$ cat config.mk
export PLATFORM = sky130hd
export DESIGN_NAME = uart_tx_periph
export DESIGN_NICKNAME = d
export VERILOG_FILES = /design/src/rtl/uart_tx_periph.sv
export SDC_FILE = /design/constraint.sdc
export NUM_CORES = 1
export LEC_CHECK = 0
export BUFFER_PORTS_ARGS = -buffer_cell sky130_fd_sc_hd__buf_2
export CAP_MARGIN = 20
export CORE_UTILIZATION = 60
export CTS_BUF_LIST = sky130_fd_sc_hd__clkbuf_8
export CTS_CLUSTER_SIZE = 24
export DETAILED_ROUTE_END_ITERATION = 8
export GPL_ROUTABILITY_DRIVEN = 0
export PLACE_DENSITY = 0.84
export SKIP_LAST_GASP = 1
export SYNTH_ARGS = -nofsm -noshare
export SYNTH_HDL_FRONTEND = slang
export SYNTH_SLANG_ARGS = --single-unit
export TNS_END_PERCENT = 1
$ cat constraint.sdc
create_clock -name clk -period 5.04 [get_ports clk]
set_input_delay 1.008 -clock clk [delete_from_list [all_inputs] [get_ports clk]]
set_output_delay 1.008 -clock clk [all_outputs]
set_load 0.01 [all_outputs]
$ cat src/rtl/uart_tx_periph.sv
// rtl/uart_tx_periph.sv - memory-mapped 8N1 UART transmitter with TX FIFO
module uart_tx_periph #(
  parameter int          FIFO_DEPTH  = 8,
  parameter logic [15:0] DIV_DEFAULT = 16'd103
) (
  input  logic        clk,
  input  logic        rst_n,
  input  logic        rd_en,
  input  logic [15:0] rd_addr,
  output logic [31:0] rd_data,
  output logic        rd_valid,
  input  logic        wr_en,
  input  logic [15:0] wr_addr,
  input  logic [31:0] wr_data,
  output logic        tx
);

  localparam int AW = $clog2(FIFO_DEPTH);
  localparam int CW = AW + 1;

  localparam logic [15:0] OFF_DATA   = 16'h0000;
  localparam logic [15:0] OFF_STATUS = 16'h0004;
  localparam logic [15:0] OFF_DIV    = 16'h0008;

  typedef enum logic [1:0] {
    S_IDLE,
    S_START,
    S_DATA,
    S_STOP
  } state_t;

  state_t        state_q, state_d;
  logic [7:0]    mem [FIFO_DEPTH];
  logic [AW-1:0] wptr_q, rptr_q;
  logic [CW-1:0] count_q;
  logic          overflow_q;
  logic [15:0]   div_q, div_l_q;
  logic [15:0]   bcnt_q, bcnt_d;
  logic [2:0]    bidx_q, bidx_d;
  logic [7:0]    shift_q;
  logic          tx_q, tx_d;
  logic [31:0]   rd_data_q;
  logic          rd_valid_q;

  logic          push_req, push_ok, pop, full, empty, busy, bit_done;
  logic [3:0]    cnt_field;
  logic [31:0]   status_word;
  logic          unused_wr_hi;

  assign push_req  = wr_en && (wr_addr == OFF_DATA);
  assign full      = (count_q == CW'(FIFO_DEPTH));
  assign empty     = (count_q == '0);
  assign pop       = (state_q == S_IDLE) && !empty;
  // A full FIFO still accepts a push when the head leaves in the same cycle.
  assign push_ok   = push_req && (!full || pop);
  assign busy      = !empty || (state_q != S_IDLE);
  assign bit_done  = (bcnt_q == div_l_q);
  assign cnt_field = (32'(count_q) > 32'd15) ? 4'd15 : 4'(count_q);

  assign status_word  = {24'b0, cnt_field, overflow_q, empty, full, busy};
  assign unused_wr_hi = ^wr_data[31:16];

  always_ff @(posedge clk) begin
    if (push_ok) begin
      mem[wptr_q] <= wr_data[7:0];
    end
  end

  always_ff @(posedge clk) begin
    if (!rst_n) begin
      wptr_q     <= '0;
      rptr_q     <= '0;
      count_q    <= '0;
      overflow_q <= 1'b0;
      div_q      <= DIV_DEFAULT;
    end else begin
      if (push_ok) begin
        wptr_q <= wptr_q + 1'b1;
      end
      if (pop) begin
        rptr_q <= rptr_q + 1'b1;
      end
      if (push_ok && !pop) begin
        count_q <= count_q + 1'b1;
      end else if (pop && !push_ok) begin
        count_q <= count_q - 1'b1;
      end
      if (wr_en && (wr_addr == OFF_STATUS) && wr_data[3]) begin
        overflow_q <= 1'b0;
      end
      if (push_req && !push_ok) begin
        overflow_q <= 1'b1;
      end
      if (wr_en && (wr_addr == OFF_DIV)) begin
        div_q <= wr_data[15:0];
      end
    end
  end

  always_comb begin
    state_d = state_q;
    bcnt_d  = bcnt_q;
    bidx_d  = bidx_q;
    tx_d    = 1'b1;
    case (state_q)
      S_IDLE: begin
        if (!empty) begin
          state_d = S_START;
          bcnt_d  = '0;
        end
      end
      S_START: begin
        tx_d = 1'b0;
        if (bit_done) begin
          state_d = S_DATA;
          bcnt_d  = '0;
          bidx_d  = '0;
        end else begin
          bcnt_d = bcnt_q + 16'd1;
        end
      end
      S_DATA: begin
        tx_d = shift_q[bidx_q];
        if (bit_done) begin
          bcnt_d = '0;
          if (bidx_q == 3'd7) begin
            state_d = S_STOP;
          end else begin
            bidx_d = bidx_q + 3'd1;
          end
        end else begin
          bcnt_d = bcnt_q + 16'd1;
        end
      end
      S_STOP: begin
        if (bit_done) begin
          state_d = S_IDLE;
          bcnt_d  = '0;
        end else begin
          bcnt_d = bcnt_q + 16'd1;
        end
      end
      default: state_d = S_IDLE;
    endcase
  end

  // tx is the registered image of the current state, so it trails the FSM by one clock.
  always_ff @(posedge clk) begin
    if (!rst_n) begin
      state_q <= S_IDLE;
      bcnt_q  <= '0;
      bidx_q  <= '0;
      shift_q <= '0;
      div_l_q <= DIV_DEFAULT;
      tx_q    <= 1'b1;
    end else begin
      state_q <= state_d;
      bcnt_q  <= bcnt_d;
      bidx_q  <= bidx_d;
      tx_q    <= tx_d;
      if (pop) begin
        shift_q <= mem[rptr_q];
        div_l_q <= div_q;
      end
    end
  end

  always_ff @(posedge clk) begin
    if (!rst_n) begin
      rd_data_q  <= '0;
      rd_valid_q <= 1'b0;
    end else begin
      rd_valid_q <= 1'b0;
      if (rd_en) begin
        case (rd_addr)
          OFF_DATA: begin
            rd_data_q  <= '0;
            rd_valid_q <= 1'b1;
          end
          OFF_STATUS: begin
            rd_data_q  <= status_word;
            rd_valid_q <= 1'b1;
          end
          OFF_DIV: begin
            rd_data_q  <= {16'b0, div_q};
            rd_valid_q <= 1'b1;
          end
          default: ;
        endcase
      end
    end
  end

  assign rd_data  = rd_data_q;
  assign rd_valid = rd_valid_q;
  assign tx       = tx_q;

endmodule

# == Yosys cells after proc, flatten, opt, wreduce, memory -nomap -nowiden ==
# Memories as Yosys holds them, arrays and structs flattened. A register that Yosys moved wholly into a read port is not among the register bits.
# Cells that the tools add are included.
# totals
elab_cells,91
memories,1
ff_bits,98
mem_bits_rw,64
out_inout_bits,34
input_bits,68
# classes
addsub,6
reduce_logical,31
eq_ne,16
n_mux,24
n_lt_le_gt_ge,1
# memory_table
memory,words,width,rd,rd_clocked_by_memory_dff,write_ports,line_no,source
mem,8,8,1,1,1,33,logic [7:0] mem [FIFO_DEPTH];
# ops
cell,n
$pmux W32 S3,1
$eq A16 B3 Y1 const B,2
$eq A16 B4 Y1 const B,2
$logic_not A16 Y1,2
$mux W16,2
$pmux W16 S2,1
$add A16 B1 Y16 const B,1
$eq A16 B16 Y1,1
$ne A2 B2 Y1 const B,6
$mux W2,5
$add A3 B1 Y3 const B,3
$logic_and A1 B1 Y1,9
$mux W3,3
$mux W4,2
$pmux W2 S4,1
$reduce_bool A2 Y1,4
$mux W1,6
$pmux W3 S2,1
$reduce_or A3 Y1,2
$logic_not A1 Y1,5
$reduce_and A5 Y1,1
$add A4 B1 Y4 const B,1
$eq A2 B2 Y1 const B,2
$eq A4 B4 Y1 const B,1
12 further kinds,14

# == Depth between registers and ports, before layout ==
# Gate-level depths: netlist (run 1).
# logic_depth
depth_word,9
ltp_mapped,14
mapped_depth_nobuf,12

# == Worst setup path before layout (run 1) ==
# OpenSTA, ideal clock, no wires.
# synth_path
path_kind,in2reg
start,input wr_addr[8]
end,register count_q[3] (netlist: cnt_field[3])
path_slack_ns,1.736
cell_stages,11
setup_time_ns,0.076
n_path_buf,0
required_time_ns,4.964
arrival_time_ns,3.228
path_cell_list,nor4_2 nand4_1 nor4_4 ha_1 inv_1 ha_1 a21o_1 a21oi_1 xnor2_1 or3_1 a21boi_0
# synth_via
elab_chain_len,6
word_cells_on_any_way,8
classes_between,1 x mux; 7 x reduce/logical
# synth_rtl
element,line_no,source
"start, declared",13,"input logic [15:0] wr_addr,"
$logic_not A16 Y1 (*),50,assign push_req = wr_en && (wr_addr == OFF_DATA);
$logic_and A1 B1 Y1 (*),50,
$logic_and A1 B1 Y1 (*),55,assign push_ok = push_req && (!full || pop);
net push_ok,45,"logic push_req, push_ok, pop, full, empty, busy, bit_done;"
$logic_not A1 Y1,85,end else if (pop && !push_ok) begin
$logic_and A1 B1 Y1,85,
$reduce_bool A2 Y1 (no line),--,
"end signal, assigned",84,count_q <= count_q + 1'b1;
"end signal, assigned",86,count_q <= count_q - 1'b1;
"end, declared",35,logic [CW-1:0] count_q;
# The timed path passes the listed nets; every way through them passes the cells marked *.
# A chain may end at the register's enable or synchronous reset.

# == Worst setup path after layout (run 1) ==
# layout_path
start,register state_q[0]
end,register count_q[3] (netlist: cnt_field[3])
# layout_via
elab_chain_len,7
word_cells_on_any_way,10
classes_between,1 x mux; 9 x reduce/logical
# layout_rtl
element,line_no,source
"start, declared",32,"state_t state_q, state_d;"
"start signal, assigned",157,state_q <= state_d;
$logic_not A2 Y1 (*),53,assign pop = (state_q == S_IDLE) && !empty;
$logic_and A1 B1 Y1 (*),53,
$logic_or A1 B1 Y1,55,
$logic_and A1 B1 Y1,55,
$logic_not A1 Y1,85,
$logic_and A1 B1 Y1,85,
$reduce_bool A2 Y1 (no line),--,
# Every way passes the cells marked *; elsewhere a longest branch is shown, timed or not.

==> flow_summary.toml, run 1 <==
[power]
seq_power_share_pct = 44.0
cellLeakagePower_nw = 2.97
p_int_mw = 2.31
power.switching_mw = 1.07
clock_power_share_pct = 29.1
max_vdd_drop_mv = 0.250
switching_share_pct = 31.6
powerDensity_mw_per_mm2 = 435
combPwrFrac_pct = 27.0

[layout]
final_cell_count_no_fill = 824
post-route-cell-area_mm2 = 0.00776
layout-drive-gt1-share_pct = 21.9
top_library_cells_by_usage_in_the_layout_fill_and_taps_aside = "nand2_1, dfxtp_1, buf_2"
diodes = 0
layout_commonest_cell = "nand2_1"
fillerInstances = 764
layout.nets = 752
area_growth_syn_to_layout_pct = 12.2

[timing]
max_slew.worst_pin.slew_ns = 0.869
timing.clock.skew_ns = 0.0116
setup_violations = 0
final_min_period_over_clock_period_pct = 67.4
fin_tns_setup_ns = 0
worst_hold_slack_ns = 0.477
clock.fmax_ghz = 0.294
rsz_0062_raised_after_global_routing = "false"
finalWorstPathRequiredPeriod_ns = 3.40
slew_headroom_pct = 42.0
drv_slew = 0
hold_violations = 0

[grt]
antenna_violations_before_repair = 0
groute.layer.met1.usage_pct = 33.5
grt_util_met3_pct = 6.16
grt_start_max_net_pins = 87
first_global_vias = 4803
grt_overflow_total = 0
grt_first_pass_wirelength_mm = 23.5
grt_usage_pct = 26.2
groute.layer.met2.usage_pct = 43.4
highest_utilization_routing_layer_at_the_global_route_stage = "met2"

[min_path]
hold_end = "div_l_q[8]$_SDFFE_PN0P_"
min-delay-path-class = "reg -> reg"
min_from = "div_l_q[8]$_SDFFE_PN0P_"
min_delay_path_depth = 2

[place]
placement.io_buffers = 69
post-dp-hpwl_mm = 9.42
place_area_mm2 = 0.00730
post-place-cells = 790

[cts]
cts.repair_timing.setup_buffer_count = 0
h-tree-depth = 4
clkTransAtPathRegs_ns = 0.08
tritoncts = "done"
cts_buffers = 17
clock_tree.buffer_depth = 2
cts_repair_resize_count = 0
insertion_delay_of_the_later_clocked_pin_in_the_worst_skew_pair_ns = 0.45
number_of_hold_buffers_added_after_cts = 0
root_buffer = "clkbuf_8"
cts_sinks = 154

[synth]
asyncSetResetFlopFracSynth_pct = 0
synthesis.area_per_instance_um2 = 11.4
yosysSeqAreaShare_pct = 53.8
synth.distinct_cells = 64
synth_enable_flop_cells = 64
synth_area_leaders = "edfxtp_1, dfxtp_1, mux4_2"
synth.largest_area_cell = "edfxtp_1"
yosys_warnings = 0
post_synth_instance_area_mm2 = 0.00692
top_cell_type_s_share_of_synthesized_area_pct = 27.8
synth_cells = 606
ys_seq_elements = 154
synth_ff_type = "dfxtp_1"

[critical_path]
timing.critical_path.arrival_ns = 3.77
cp_max_fo = 35
timing.rr.start = "state_q[0]$_SDFFE_PN0P_"
path_class = "reg -> reg"
crit_path_end_kind = "flop"
worstSetupStartpointType = "flop"
reg_to_reg_endpoint = "cnt_field[3]$_SDFFE_PN0P_"
worst-r2r-cell-count = 13
critical_path_required_ns = 5.41
setup.reg_to_reg.worst_slack_ns = 1.64

[drt]
wl_per_cell_um = 17.3
drtAntennaViolNets = 0
wl_mm = 14.2
route.vias.total = 4949
number_of_remaining_drc_errors = 0
via_per_inst = 6.01
first_iter_violations = 322
firstDrtPassIters = 5

[floorplan]
ioPinCount = 102
starting_density_of_the_core_pct = 62.7
coreArea_mm2 = 0.0110
fp.dieW_um = 109
rows = 38
die_area_mm2 = 0.0120
fp.dieH_um = 109

[flow_run]
max_cap_viol_count = 0

[status]
run_status = "finished, final reports clean"
## power by group through the flow
stage / Sequential (mW) / Clock (mW) / Combinational [mW]
finish: 1.48 / 0.981 / 0.911
global route: 1.50 / 1.04 / 1.01
CTS: 1.50 / 0.987 / 0.867
detailed placement: 1.53 / 0 / 0.854
global placement: 1.52 / 0 / 0.808
floorplan: 1.47 / 0 / 0.727
## worst max-delay path, stage by stage, from the launching register on
cell	delay, ns
dfxtp_1	0.35
inv_1	0.11
ha_1	0.48
nor2b_2	0.23
buf_4	0.33
inv_2	0.24
ha_1	0.27
inv_1	0.13
ha_1	0.24
a21o_1	0.17
a21oi_1	0.16
xnor2_1	0.09
or3_1	0.31
a21boi_0	0.18
## area by class of cell
class,instances,area [um2],share of cell area [%]
Clock buffer,17,234,3.01
Clock inverter,15,186,2.40
Inverter,12,45.0,0.580
Multi-Input combinational cell,405,2940,37.9
Sequential cell,154,3720,48.0
Tap cell,140,175,2.26
Timing Repair Buffer,81,459,5.92
## metal layers
metal / vias to the layer above / wire (um) / share of wire (%)
met5: - / 0 / 0
met4: 0 / 275 / 1.9
met3: 26 / 920 / 6.5
met2: 196 / 7110 / 50
met1: 2415 / 5940 / 42
li1: 2312 / - / -
## per-stage QoR
| step | utilization (%) | total power, mW | worst slack (ns) |
|---|---|---|---|
| detailed placement | 66.2 | 2.38 | 1.29 |
| floorplan | - | 2.19 | 1.74 |
| global placement | 66.2 | 2.33 | 1.47 |
| CTS | 70.0 | 3.35 | 1.66 |
| finish | 70.4 | 3.38 | 1.64 |
| global route | 70.4 | 3.55 | 1.40 |
## cells by family after synthesis
group	after synthesis	synth area share (%)
simple gates	218	17.1
flops	154	53.8
compound gates	100	10.8
buf+inv	62	4.57
mux	35	8.34
xor+xnor	23	2.91
fa+ha+maj	13	2.46
other cells	1	0.0542
## flip-flops by register name, summed over array words and instances, names as in the netlist
register / flops
div_l_q: 16
mem: 64
overflow_q: 1
bcnt_q: 16
rd_data: 16
tx: 1
state_q: 2
div_q: 16
bidx_q: 3
rd_valid: 1
shift_q: 8
cnt_field: 4
wptr_q: 3
rptr_q: 3
## synth_stat cells, types with 2 or more instances
cell type,n
nand2_1,101
dfxtp_1,90
edfxtp_1,64
nand3_1,23
a21boi_1,19
clkbuf_1,18
mux4_2,18
buf_4,17
nor2_1,17
xor2_1,17
mux2i_1,16
nor2b_1,13
ha_1,12
inv_1,11
a22oi_1,10
buf_2,10
nand4_1,10
a21boi_0,9
o21ai_1,9
a31oi_1,8
nor4_2,8
o211a_1,8
a221oi_1,7
a21oi_1,6
and2_1,6
nor3_1,6
xnor2_1,6
o21ai_0,5
buf_1,4
nor3b_1,4
and3_1,3
nand2b_1,3
nand3b_1,3
o22ai_1,3
or3_1,3
a21o_1,2
and3b_1,2
nand4_2,2
nor3_2,2
nor3b_2,2
nor4_1,2
nor4_4,2
nor4bb_1,2
o21a_1,2
o311ai_1,2
## how the worst max path moves through the flow
stage                                 start                   endpoint  slack (ns)
floorplan                        wr_addr[8]  cnt_field[3]$_SDFFE_PN0P_        1.74
global placement                 wr_addr[8]  cnt_field[3]$_SDFFE_PN0P_        1.47
detailed placement               wr_addr[4]  cnt_field[3]$_SDFFE_PN0P_        1.29
CTS                 state_q[0]$_SDFFE_PN0P_  cnt_field[3]$_SDFFE_PN0P_        1.66
global route        state_q[0]$_SDFFE_PN0P_  cnt_field[3]$_SDFFE_PN0P_        1.40
finish              state_q[0]$_SDFFE_PN0P_  cnt_field[3]$_SDFFE_PN0P_        1.64
(Power assumes the default switching activity.)
==> run 2: changes to the inputs <==
--- a/config.mk
+++ b/config.mk
@@ -5,14 +5,15 @@
 export SDC_FILE = /design/constraint.sdc
 export NUM_CORES = 1
 export LEC_CHECK = 0
+export ABC_AREA = 1
 export BUFFER_PORTS_ARGS = -buffer_cell sky130_fd_sc_hd__buf_2
 export CAP_MARGIN = 20
-export CORE_UTILIZATION = 60
+export CORE_UTILIZATION = 59
 export CTS_BUF_LIST = sky130_fd_sc_hd__clkbuf_8
 export CTS_CLUSTER_SIZE = 24
 export DETAILED_ROUTE_END_ITERATION = 8
 export GPL_ROUTABILITY_DRIVEN = 0
-export PLACE_DENSITY = 0.84
+export PLACE_DENSITY = 0.83
 export SKIP_LAST_GASP = 1
 export SYNTH_ARGS = -nofsm -noshare
 export SYNTH_HDL_FRONTEND = slang
==> constraint.sdc (replaced) <==
create_clock -name clk -period 3.5 [get_ports clk]
set_input_delay 0.7 -clock clk [delete_from_list [all_inputs] [get_ports clk]]
set_output_delay 0.7 -clock clk [all_outputs]
set_load 0.01 [all_outputs]
==> run 2 against run 1 <==
Net effect:
- routed wire length increased by 4.8%
- utilization shrank 2.5 points
- highest routed layer unchanged
- cell count is 30% higher
- clock power is 27% higher
- clock-buffer cell count up 1
- register-to-register slack worse by 0.74 ns
- clock skew is 0.0045 ns lower
- the run now ends with design-rule violations left
- synthesized cell count up 40%
- total power grew 45%
- worst hold slack lost 0.018 ns
- sequential cell count unchanged
- via count grew 18%
==> flow_summary.toml, run 2 <==
[power]
combPwrFrac_pct = 28.6
report.power.total_mw = 4.89
powerDensity_mw_per_mm2 = 622
seq_power_share_pct = 45.8
p_int_mw = 3.11
cellLeakagePower_nw = 3.28
clock_power_share_pct = 25.6
power.switching_mw = 1.77
max_vdd_drop_mv = 0.396
switching_share_pct = 36.3

[layout]
layout.nets = 993
largest_register_ff_count = 64
final_cell_count_no_fill = 1068
layout_commonest_cell = "nand2_1"
layout-drive-gt1-share_pct = 13.8
largest_register = "mem"
post_layout_utilization_of_the_core_pct = 67.9
diodes = 0
top_library_cells_by_usage_in_the_layout_fill_and_taps_aside = "nand2_1, nor2_1, dfxtp_1"
area_growth_syn_to_layout_pct = 10.7

[timing]
drv_slew = 0
clock.fmax_ghz = 0.384
timing.clock.skew_ns = 0.00711
max_slew.worst_pin.slew_ns = 1.11
finalWorstPathRequiredPeriod_ns = 2.60
final_min_period_over_clock_period_pct = 74.3
hold_violations = 0
slew_headroom_pct = 25.7
setup_violations = 0
rsz_0062_raised_after_global_routing = "false"
fin_tns_setup_ns = 0

[critical_path]
timing.rr.start = "state_q[0]$_SDFFE_PN0P_"
setup.reg_to_reg.worst_slack_ns = 0.90
critical_path_required_ns = 3.85
timing.critical_path.from = "state_q[0]$_SDFFE_PN0P_"
path_class = "reg -> reg"
crit_path_end_kind = "flop"
timing.critical_path.arrival_ns = 2.95
worstSetupStartpointType = "flop"
cp_max_fo = 4

[synth]
asyncSetResetFlopFracSynth_pct = 0
top_cell_type_s_share_of_synthesized_area_pct = 27.1
synthesis.area_per_instance_um2 = 8.37
post_synth_instance_area_mm2 = 0.00709
synth.cells.most_frequent = "nand2_1, nor2_1, dfxtp_1, o21ai_0, inv_1"
ys_seq_elements = 154
yosysSeqAreaShare_pct = 52.5
synth_cells = 847
synth.distinct_cells = 35
synth.most_common_cell = "nand2_1"
yosys_warnings = 0
synth_enable_flop_cells = 64
synth.largest_area_cell = "edfxtp_1"
synth_area_leaders = "edfxtp_1, dfxtp_1, nand2_1"
synth_ff_type = "dfxtp_1"

[cts]
cts.repair_timing.setup_buffer_count = 0
tritoncts = "done"
root_buffer = "clkbuf_8"
cts_buffers = 17
h-tree-depth = 4
insertion_delay_of_the_later_clocked_pin_in_the_worst_skew_pair_ns = 0.46
cts_sinks = 154
clock_tree.buffer_depth = 2
cts_repair_resize_count = 0
clkTransAtPathRegs_ns = 0.08
number_of_hold_buffers_added_after_cts = 0

[status]
run_status = "complete, but fails checks"
violated_checks = "design-rule violations"

[drt]
via_per_inst = 5.49
route.vias.total = 5860
wl_mm = 14.9
number_of_remaining_drc_errors = 10
first_iter_violations = 431
drtAntennaViolNets = 0
wl_per_cell_um = 14.0
firstDrtPassIters = 7

[floorplan]
coreArea_mm2 = 0.0116
fp.dieH_um = 112
rows = 39
ioPinCount = 102
die_area_mm2 = 0.0125
fp.dieW_um = 112
starting_density_of_the_core_pct = 61.3

[grt]
grt_overflow_total = 0
grt_start_max_net_pins = 70
first_global_vias = 5339
antenna_violations_before_repair = 0
grt_usage_pct = 25.3
grt_first_pass_wirelength_mm = 24.8

[min_path]
min_from = "wr_data[9]"
min-delay-path-class = "in -> reg"

[flow_run]
max_cap_viol_count = 0

[place]
post-place-cells = 1036
placement.io_buffers = 69
post-dp-hpwl_mm = 10.2
[run 2: layout make-up]
cell class	count	area, um2
Inverter	82	308
Clock buffer	18	248
Multi-Input combinational cell	576	2840
Sequential cell	154	3720
Clock inverter	14	118
Timing Repair Buffer	81	435
Tap cell	143	179
Fill cell	926	3710
[run 2: final timing paths]
path	depth (start not counted)	endpoint
worst max-delay path	17	cnt_field[3]$_SDFFE_PN0P_
worst min register to register	2	div_l_q[13]$_SDFFE_PN0P_
worst max register to register	17	cnt_field[3]$_SDFFE_PN0P_
worst min-delay path	3	div_q[9]$_SDFFE_PN0P_
[run 2: logic make-up (layout without fill, tap and decap cells)]
group	Yosys count	in the layout	synth area share, %
simple gates	365	365	22.0
compound gates	167	167	12.8
flops	154	154	52.5
buf+inv	132	195	8.26
fa+ha+maj	13	13	2.40
mux	8	8	1.13
xor+xnor	7	7	0.864
other cells	1	16	0.0529
[run 2: worst max-delay path: stages, from the launching register on]
cell and delay (ns):
dfxtp_1 0.35, inv_1 0.09, ha_1 0.30, clkinv_1 0.14, nand2_1 0.14, nand2_1 0.09, inv_1 0.16, ha_1 0.21
inv_1 0.09, ha_1 0.27, nand2_1 0.06, nand2_1 0.05, a21oi_1 0.16, nor2_1 0.06, nor2_1 0.08, nand2_1 0.07
o21ai_0 0.14, a21oi_1 0.05
[run 2: layer usage]
metal	up-vias	GRT usage (%)	wire length, um
met3	20	5.44	1020
met5	-	0	0
met2	210	40.3	6980
met1	2712	34.0	6710
li1	2918	-	-
met4	0	9.82	201
[run 2: power groups by stage]
stage / registers (mW) / logic (mW) / clock network, mW
2_1_floorplan: 2.20 / 1.10 / 0
3_3_place_gp: 2.26 / 1.33 / 0
3_5_place_dp: 2.27 / 1.37 / 0
4_1_cts: 2.23 / 1.38 / 1.27
5_1_grt: 2.26 / 1.57 / 1.35
6_report: 2.24 / 1.40 / 1.25
[run 2: through the flow]
stage	area, um2	hold slack, ns	setup WS, ns
after global routing	7850	0.447	0.693
after floorplan	7150	0.444	0.786
after detailed placement	7490	0.461	0.479
final	7850	0.459	0.899
after global placement	7490	0.456	0.517
after CTS	7850	0.432	0.935
==> run 3: changes to the inputs <==
==> constraint.sdc (replaced) <==
create_clock -name clk -period 2.7 [get_ports clk]
set_input_delay 0.54 -clock clk [delete_from_list [all_inputs] [get_ports clk]]
set_output_delay 0.54 -clock clk [all_outputs]
set_load 0.01 [all_outputs]
==> run 3 against run 2 <==
Net effect:
- the run still ends with design-rule violations left
- clock-buffer cell count decreased by 1
- combinational power increased by 36%
- highest routed layer unchanged
- worst setup slack got worse by 0.59 ns
- first-iteration DRC count increased by 0.93%
- utilization increased by 1.4 points
- sequential power increased by 27%
- critical path depth unchanged
==> flow_summary.toml, run 3 (same netlist as run 2, synthesis figures left out) <==
[critical_path]
worstSetupStartpointType = "flop"
cp_slowest_cell = "dfxtp_1"
worst-r2r-cell-count = 17
cp_max_fo = 4
timing.rr.start = "state_q[1]$_SDFFE_PN0P_"
critical-path-max-stage-delay_ns = 0.36
reg_to_reg_endpoint = "cnt_field[3]$_SDFFE_PN0P_"
worst_path_dominant_cell_family = "adder cells"
timing.critical_path.arrival_ns = 2.73
critical_path_required_ns = 3.05
critical_path_buf_inv_count = 4
crit_path_end_kind = "flop"
setup.reg_to_reg.worst_slack_ns = 0.31
path_class = "reg -> reg"
crit_top_cell = "nand2_1"
cp_cell_sequence = "inv_1 -> ha_2 -> clkinv_1 -> nand2_1 -> nand2_1 -> inv_1 -> ha_1 -> inv_1 -> ha_1 -> nand2_1 -> nand2_1 -> a21oi_1 -> nor2_1 -> nor2_1 -> nand2_1 -> o21ai_0 -> a21oi_1"

[grt]
grt_overflow_total = 0
grt_usage_pct = 25.4
highest_utilization_routing_layer_at_the_global_route_stage = "met2"
groute.layer.met1.usage_pct = 35.0
grt_first_pass_wirelength_mm = 25.3
groute.layer.met2.usage_pct = 39.8
antenna_violations_before_repair = 0
grt_start_max_net_pins = 36
grt_util_met3_pct = 5.17
first_global_vias = 5338

[timing]
timing.clock.skew_ns = 0.0129
slew_headroom_pct = 59.1
final_min_period_over_clock_period_pct = 88.4
clock.fmax_ghz = 0.419
drv_slew = 0
rsz_0062_raised_after_global_routing = "false"
setup_violations = 0
max_slew.worst_pin.slew_ns = 0.613
final_critical_path_setup_slack_ns = 0.314
finalWorstPathRequiredPeriod_ns = 2.39
hold_violations = 0
fin_tns_setup_ns = 0

[drt]
wl_mm = 15.1
first_iter_violations = 435
via_per_inst = 5.43
firstDrtPassIters = 7
drtAntennaViolNets = 0
route.vias.total = 5865
number_of_remaining_drc_errors = 10
wl_per_cell_um = 14.0

[power]
report.power.total_mw = 6.66
powerDensity_mw_per_mm2 = 830
max_vdd_drop_mv = 0.388
cellLeakagePower_nw = 3.37

[layout]
diodes = 0
layout.nets = 1005
multi_input_comb_area_mm2 = 0.00285
post-route-cell-area_mm2 = 0.00802
top_library_cells_by_usage_in_the_layout_fill_and_taps_aside = "nand2_1, nor2_1, dfxtp_1"
layout-drive-gt1-share_pct = 15.2
post_layout_utilization_of_the_core_pct = 69.3
seq_area_mm2 = 0.00372
largest_register_ff_count = 64
layout_commonest_cell = "nand2_1"
fillerInstances = 863
largest_register = "mem"
area_growth_syn_to_layout_pct = 13.1

[cts]
clock_tree.buffer_depth = 2
insertion_delay_of_the_later_clocked_pin_in_the_worst_skew_pair_ns = 0.45
cts_sinks = 154
h-tree-depth = 4
clkTransAtPathRegs_ns = 0.09
cts_buffers = 17
tritoncts = "done"
root_buffer = "clkbuf_8"

[place]
placement.io_buffers = 69
post-dp-hpwl_mm = 10.1
place_area_mm2 = 0.00758
dpl_worst_slack_ns = 0.000337

[floorplan]
fp.dieW_um = 112
coreArea_mm2 = 0.0116
fp.dieH_um = 112
rows = 39
starting_density_of_the_core_pct = 61.3
die_area_mm2 = 0.0125
ioPinCount = 102

[min_path]
min_from = "wr_data[13]"
min_delay_path_depth = 3
min-delay-path-class = "in -> reg"
hold_end = "div_q[13]$_SDFFE_PN0P_"

[status]
violated_checks = "design-rule violations"
run_status = "complete, but fails checks"

[flow_run]
max_cap_viol_count = 0
## run 3: changes by cell type in the layout (fill, tap and decap cells not counted), sizes merged
cell	previous run	this run
clkinvlp	3	0
inv	82	88
clkbuf	18	17
buf	81	93
clkinv	10	6
bufinv	1	3
## run 3: worst max-delay path by stage
stage | start | endpoint | slack [ns] | cells past startpoint
final | state_q[1]$_SDFFE_PN0P_ | cnt_field[3]$_SDFFE_PN0P_ | 0.31 | 17
after global routing | state_q[0]$_SDFFE_PN0P_ | cnt_field[3]$_SDFFE_PN0P_ | 0.08 | 17
after CTS | state_q[1]$_SDFFE_PN0P_ | cnt_field[3]$_SDFFE_PN0P_ | 0.25 | 17
after detailed placement | wr_addr[1] | cnt_field[3]$_SDFFE_PN0P_ | 0.0003 | 18
after global placement | wr_addr[1] | cnt_field[3]$_SDFFE_PN0P_ | 0.05 | 18
after floorplan | wr_addr[1] | cnt_field[3]$_SDFFE_PN0P_ | 0.15 | 17
## run 3: power by group
part	internal, mW	switching, mW	total (mW)	leakage (nW)
registers	2.67	0.176	2.85	1.31
clock network	0.956	0.945	1.90	0.224
logic	0.641	1.27	1.91	1.84
## run 3: what timing repair did
action	4_1_cts	5_1_grt
resized for setup	0	2
setup endpoints to repair	0	1
buffers inserted	0	0
hold buffers	0	0
## run 3: worst reg2reg max path: stages, from the launching register on
cell and delay [ns]:
dfxtp_1 0.36, inv_1 0.10, ha_2 0.24, clkinv_1 0.13, nand2_1 0.12, nand2_1 0.07, inv_1 0.08, ha_1 0.16
inv_1 0.08, ha_1 0.27, nand2_1 0.07, nand2_1 0.05, a21oi_1 0.16, nor2_1 0.06, nor2_1 0.09, nand2_1 0.07
o21ai_0 0.15, a21oi_1 0.05
## run 3: cell type report
class / count / area share (%)
multi-input combinational: 576 / 35.5
clock buffer: 17 / 2.92
timing repair buffer: 93 / 6.55
clock inverter: 15 / 2.51
sequential: 154 / 46.4
tap: 143 / 2.23
inverter: 82 / 3.84
## run 3: routing by layer
metal  part of all wire, %  vias to the layer above  wire (um)
met5                     0                        -          0
met3                   8.4                       28       1280
li1                      -                     2932          -
met2                    46                      271       6930
met4                   1.9                        0        288
met1                    44                     2634       6650
## run 3: metrics by stage
| stage | hold slack [ns] | cells |
|---|---|---|
| floorplan | 0.444 | 862 |
| global placement | 0.455 | 1048 |
| detailed placement | 0.459 | 1048 |
| CTS | 0.295 | 1080 |
| global route | 0.306 | 1080 |
| finish | 0.304 | 1080 |
